**src/rtl/alu_pkg.sv**
```systemverilog
// Shared definitions for the ALU sequencer: opcodes, code field positions, FSM states.
package alu_pkg;

    localparam int CODE_W  = 18;
    localparam int OPA_MSB = 17;
    localparam int OPA_LSB = 10;
    localparam int OPB_MSB = 9;
    localparam int OPB_LSB = 2;
    localparam int OPC_MSB = 1;
    localparam int OPC_LSB = 0;

    localparam logic [1:0] OP_ADD = 2'b00;
    localparam logic [1:0] OP_SUB = 2'b01;
    localparam logic [1:0] OP_MUL = 2'b10;
    localparam logic [1:0] OP_DIV = 2'b11;

    typedef enum logic [1:0] {
        ST_IDLE  = 2'd0,
        ST_CLEAR = 2'd1,
        ST_RUN   = 2'd2,
        ST_RESP  = 2'd3
    } seq_state_t;

    function automatic logic [1:0] code_opcode(input logic [CODE_W-1:0] code);
        return code[OPC_MSB:OPC_LSB];
    endfunction

endpackage

```
**src/rtl/rr_arbiter2.sv**
```systemverilog
// Two-input round-robin arbiter; grant is combinational from the valids and the pointer.
// Pointer moves to the requester that was not granted whenever advance is strobed.
module rr_arbiter2 (
    input  logic clk,
    input  logic rst,
    input  logic valid0,
    input  logic valid1,
    input  logic advance,
    output logic grant
);

    logic ptr;

    // A lone requester wins outright; the pointer only breaks ties.
    assign grant = (valid0 && valid1) ? ptr : valid1;

    always_ff @(posedge clk or posedge rst) begin
        if (rst) begin
            ptr <= 1'b0;
        end else if (advance) begin
            ptr <= ~grant;
        end
    end

endmodule

```
**src/rtl/alu_sequencer.sv**
```systemverilog
// Arbitrates two requesters and issues one operation at a time to the multi-cycle ALU.
// Latency: accept at T, response valid at T+2+LAT (LAT chosen by opcode).
// Backpressure: response held until resp_ready; no request accepted until it drains.
module alu_sequencer
    import alu_pkg::*;
#(
    parameter int LAT_ADDSUB = 2,
    parameter int LAT_MUL    = 10,
    parameter int LAT_DIV    = 10
) (
    input  logic              clk,
    input  logic              rst,
    input  logic              req0_valid,
    input  logic [CODE_W-1:0] req0_code,
    output logic              req0_ready,
    input  logic              req1_valid,
    input  logic [CODE_W-1:0] req1_code,
    output logic              req1_ready,
    output logic              resp_valid,
    input  logic              resp_ready,
    output logic              resp_id,
    output logic [15:0]       resp_rez,
    output logic              resp_zero,
    output logic              resp_ovf,
    output logic              alu_rst,
    output logic [CODE_W-1:0] alu_code,
    input  logic [15:0]       alu_rez,
    input  logic              alu_flag_zero,
    input  logic              alu_flag_overflow
);

    if (LAT_ADDSUB < 1 || LAT_ADDSUB > 15) begin : g_bad_lat_addsub
        $error("alu_sequencer: LAT_ADDSUB must be within 1..15");
    end
    if (LAT_MUL < 1 || LAT_MUL > 15) begin : g_bad_lat_mul
        $error("alu_sequencer: LAT_MUL must be within 1..15");
    end
    if (LAT_DIV < 1 || LAT_DIV > 15) begin : g_bad_lat_div
        $error("alu_sequencer: LAT_DIV must be within 1..15");
    end

    function automatic logic [3:0] lat_of(input logic [1:0] op);
        case (op)
            OP_MUL:  return 4'(LAT_MUL);
            OP_DIV:  return 4'(LAT_DIV);
            default: return 4'(LAT_ADDSUB);
        endcase
    endfunction

    seq_state_t        state;
    logic [3:0]        cnt;
    logic              id_q;
    logic              grant;
    logic              accept;
    logic [CODE_W-1:0] code_sel;

    rr_arbiter2 u_arb (
        .clk     (clk),
        .rst     (rst),
        .valid0  (req0_valid),
        .valid1  (req1_valid),
        .advance (accept),
        .grant   (grant)
    );

    assign accept     = (state == ST_IDLE) && (req0_valid || req1_valid);
    assign req0_ready = (state == ST_IDLE) && req0_valid && !grant;
    assign req1_ready = (state == ST_IDLE) && req1_valid && grant;
    assign code_sel   = grant ? req1_code : req0_code;

    always_ff @(posedge clk or posedge rst) begin
        if (rst) begin
            state      <= ST_IDLE;
            cnt        <= 4'd0;
            id_q       <= 1'b0;
            alu_rst    <= 1'b1;
            alu_code   <= '0;
            resp_valid <= 1'b0;
            resp_id    <= 1'b0;
            resp_rez   <= 16'h0000;
            resp_zero  <= 1'b0;
            resp_ovf   <= 1'b0;
        end else begin
            case (state)
                ST_IDLE: begin
                    alu_rst <= 1'b0;
                    if (accept) begin
                        alu_code <= code_sel;
                        id_q     <= grant;
                        cnt      <= lat_of(code_opcode(code_sel));
                        alu_rst  <= 1'b1;
                        state    <= ST_CLEAR;
                    end
                end
                ST_CLEAR: begin
                    alu_rst <= 1'b0;
                    state   <= ST_RUN;
                end
                ST_RUN: begin
                    cnt <= cnt - 4'd1;
                    // The last RUN cycle is the one where the ALU result is final.
                    if (cnt == 4'd1) begin
                        resp_rez   <= alu_rez;
                        resp_zero  <= alu_flag_zero;
                        resp_ovf   <= alu_flag_overflow;
                        resp_id    <= id_q;
                        resp_valid <= 1'b1;
                        state      <= ST_RESP;
                    end
                end
                ST_RESP: begin
                    if (resp_ready) begin
                        resp_valid <= 1'b0;
                        state      <= ST_IDLE;
                    end
                end
                default: state <= ST_IDLE;
            endcase
        end
    end

endmodule

```
**config.mk**
```make
export PLATFORM = sky130hd
export DESIGN_NAME = alu_sequencer
export DESIGN_NICKNAME = d
export VERILOG_FILES = /design/src/rtl/alu_pkg.sv /design/src/rtl/rr_arbiter2.sv /design/src/rtl/alu_sequencer.sv
export SDC_FILE = /design/constraint.sdc
export NUM_CORES = 1
export LEC_CHECK = 0
export CAP_MARGIN = 20
export CORE_MARGIN = 3
export CORE_UTILIZATION = 44
export DETAILED_ROUTE_END_ITERATION = 12
export GPL_ROUTABILITY_DRIVEN = 0
export GPL_TIMING_DRIVEN = 0
export PLACE_DENSITY = 0.85
export SKIP_LAST_GASP = 1
export SLEW_MARGIN = 20
export SYNTH_ARGS = -nofsm -noshare
export SYNTH_HDL_FRONTEND = slang
export SYNTH_SLANG_ARGS = --single-unit
```
**constraint.sdc**
```tcl
create_clock -name clk -period 4.2 [get_ports clk]
set_clock_uncertainty 0.05 [all_clocks]
set_input_delay 1.26 -clock clk [delete_from_list [all_inputs] [get_ports clk]]
set_output_delay 1.26 -clock clk [all_outputs]
set_load 0.05 [all_outputs]
```
==> out/results.txt <==
PortBufs: 99
Chip Width: 75.3 um
FF+latch area: 0.00118 mm2
GR met3 Demand/Resource: 7.21%
Avg WL per Cell: 15.0 um
Detailed Route WL: 4.88 mm
Die Y-Extent: 75.3 um
FP Rows: 24
Post-synth cell types: 33
Largest fanout on the critical path: 10
CTS buffer count: 5
CTS Sinks: 47
Multi-input gate area: 868 um2
Routing usage on met1: 21.8%
Vias in the first global route: 1781
Final Hold Viols: 0
Cell count after synthesis: 164
Root Driver: clkbuf_8
CTS tree: yes
Layout cells sized above 1: 15.8%
DP Wirelength: 3.84 mm
Largest net degree at the start of global routing: 25
Avg Synthesized Cell Area: 12.9 um2
CTS clk-pin slew, worst paths: 0.09 ns
Synth area leader: dfrtp_1
First-pass DRT Iterations: 4
Fill count: 317
Period minus WS final: 4.04 ns
Initial DRC count: 67
Seq/Total Area, Yosys: 55.7%
First-pass GRT wire length: 7.96 mm
Fin crit share: 96.1%
DRC: 0
# placed instances: 316
Critical Path RT: 2.89 ns
Met2 usage: 32.4%
Worst IR Drop VDD: 0.000522 V
Hold Worst Slack: 0.442 ns
Total global routing overflow: 0
Final Non-Filler Cells: 325
Crit path DAT: 2.73 ns
# hold bufs at CTS: 0
Outcome: complete, no violations
Yosys reg bits: 47
Layout Nets: 339
RSZ-0062 raised after global routing: no
Crit Path Class: in2out
Crit end category: output port
Via density: 5.10
Die Area: 0.00567 mm2
Largest cells by area after synthesis: dfrtp_1, mux2_2, a22o_1
Final Max Tran Viols: 0
Maximum clock rate: 0.248 GHz
Tightest Pin Transition: 0.546 ns
Detail Route Antenna Nets: 0
Io pins: 100
Clock Latency Late Sink: 0.30 ns
Initial antenna violation count: 0
Busiest grt layer: met2
CP Launch Type: input pin
Slew headroom: 63.5%
Max Root-Sink Buffers: 2
P&R area growth vs syn: 57.5%
Synth warn: 0
Setup Viol. Count Final: 0
Fin Setup TNS: 0 ns
Max Cap Violations: 0
LEAKAGE: 1.52 nW
Cell area after synthesis: 0.00211 mm2
Post-Syn Nets: 230
CTS H-tree lvls: 2
PwrDens: 855 mW/mm2
Core area: 0.00450 mm2
Initial core utilization: 46.9%
Hold Path Class: reg2reg
Via count: 1657
Total GRT Usage: 18.5%
Synth top area share: 54.5%
Diodes inserted: 0
==> layout make-up <==
type	count	area share (%)
Sequential cell	47	35.4
Multi-Input combinational cell	101	26.1
Buffer	7	1.24
Clock inverter	2	1.13
Clock buffer	5	2.07
Timing Repair Buffer	102	31.1
Tap cell	52	1.96
Inverter	9	1.02
==> layer usage <==
layer / vias up / part of all wire (%)
met5: - / 0
met4: 0 / 0.41
met3: 4 / 7.3
met2: 48 / 53
met1: 802 / 39
li1: 803 / -
==> placed cells by master, fill, tap and decap left out, types with 2 or more instances in the layout <==
cell type / Yosys / final
nor2_1: 4 / 4
o31ai_1: 2 / 2
clkdlybuf4s50_1: 0 / 97
a22o_1: 17 / 17
nor2b_1: 3 / 3
inv_2: 2 / 3
mux2_1: 4 / 4
mux2_2: 16 / 16
clkbuf_8: 0 / 5
ha_1: 7 / 7
inv_1: 7 / 6
nor3_1: 3 / 3
o21ai_0: 6 / 6
a21o_1: 19 / 19
buf_2: 3 / 3
buf_4: 1 / 3
clkbuf_1: 2 / 2
nand2_1: 4 / 4
dfrtp_1: 46 / 46
mux2i_1: 2 / 2
==> where the power goes <==
group / switching (mW) / internal, mW
Sequential: 0.126 / 0.679
Combinational: 1.04 / 0.683
Clock: 0.145 / 0.174
==> registers in the layout, summed over array words and instances (netlist names) <==
register and flops:
state 2, resp_id 1, cnt 4, resp_rez 16, resp_valid 1, id_q 1
resp_zero 1, alu_code 18, resp_ovf 1, u_arb.ptr 1, alu_rst 1
==> per-stage QoR <==
step	worst slack (ns)	instance area, um2	utilization (%)	power [mW]
after global routing	0.0851	3330	73.9	3.01
after floorplan	0.941	2110	-	1.98
after CTS	0.115	3320	73.8	2.87
after global placement	-0.588	3170	70.3	2.50
final	0.163	3330	73.9	2.84
after detailed placement	-0.595	3200	70.9	2.54
==> critical path, stage by stage <==
cell and delay [ns]:
clkdlybuf4s50_1 0.62, o21ai_2 0.14, nor2_4 0.14, buf_4 0.18
clkdlybuf4s18_2 0.38
==> kinds of logic (layout without fill, tap and decap cells) <==
logic type,count (synthesis),in the layout,synth area share [%]
compound gates,50,50,18.6
xor+xnor,1,1,0.415
fa+ha+maj,7,7,4.15
buf+inv,16,125,3.55
flops,47,47,55.7
mux,22,22,11.6
simple gates,21,21,5.92
==> synth_stat cells <==
cell type,instances
o21ai_1,2
o31ai_1,2
nand3_1,1
o31a_1,1
buf_2,3
inv_1,7
dfstp_2,1
a21o_1,19
mux2_2,16
nor2_1,4
mux2i_1,2
clkbuf_1,2
mux2_1,4
ha_1,7
dfrtp_1,46
and3b_1,1
nand2_1,4
xnor2_1,1
a22o_1,17
buf_6,1
inv_2,2
a2bb2oi_1,1
or3b_2,1
nor3_2,1
nor2_2,1
buf_4,1
nor3b_1,1
nor4b_2,1
a32oi_1,1
a211oi_4,1
o21ai_0,6
nor2b_1,3
nor3_1,3
==> worst paths after layout <==
kind | from | to | slack, ns | cells past startpoint
max | req1_valid | req1_ready | 0.16 | 5
min | resp_rez[5] | resp_rez[5] | 0.44 | 1
max reg2reg | state[0] | state[1] | 2.25 | 6
min reg2reg | resp_rez[5] | resp_rez[5] | 0.44 | 1
max in group asynchronous | rst | alu_code[16] | 2.31 | 3
min in group asynchronous | rst | resp_rez[10] | 1.29 | 2
==> what timing repair did <==
item / in CTS / in global routing
endpoints found under the setup margin: 2 / 1
resized for setup: 8 / 1
setup buffers: 2 / 0
pin swaps: 2 / 0
No activity file was read; power rests on OpenSTA's default activity.
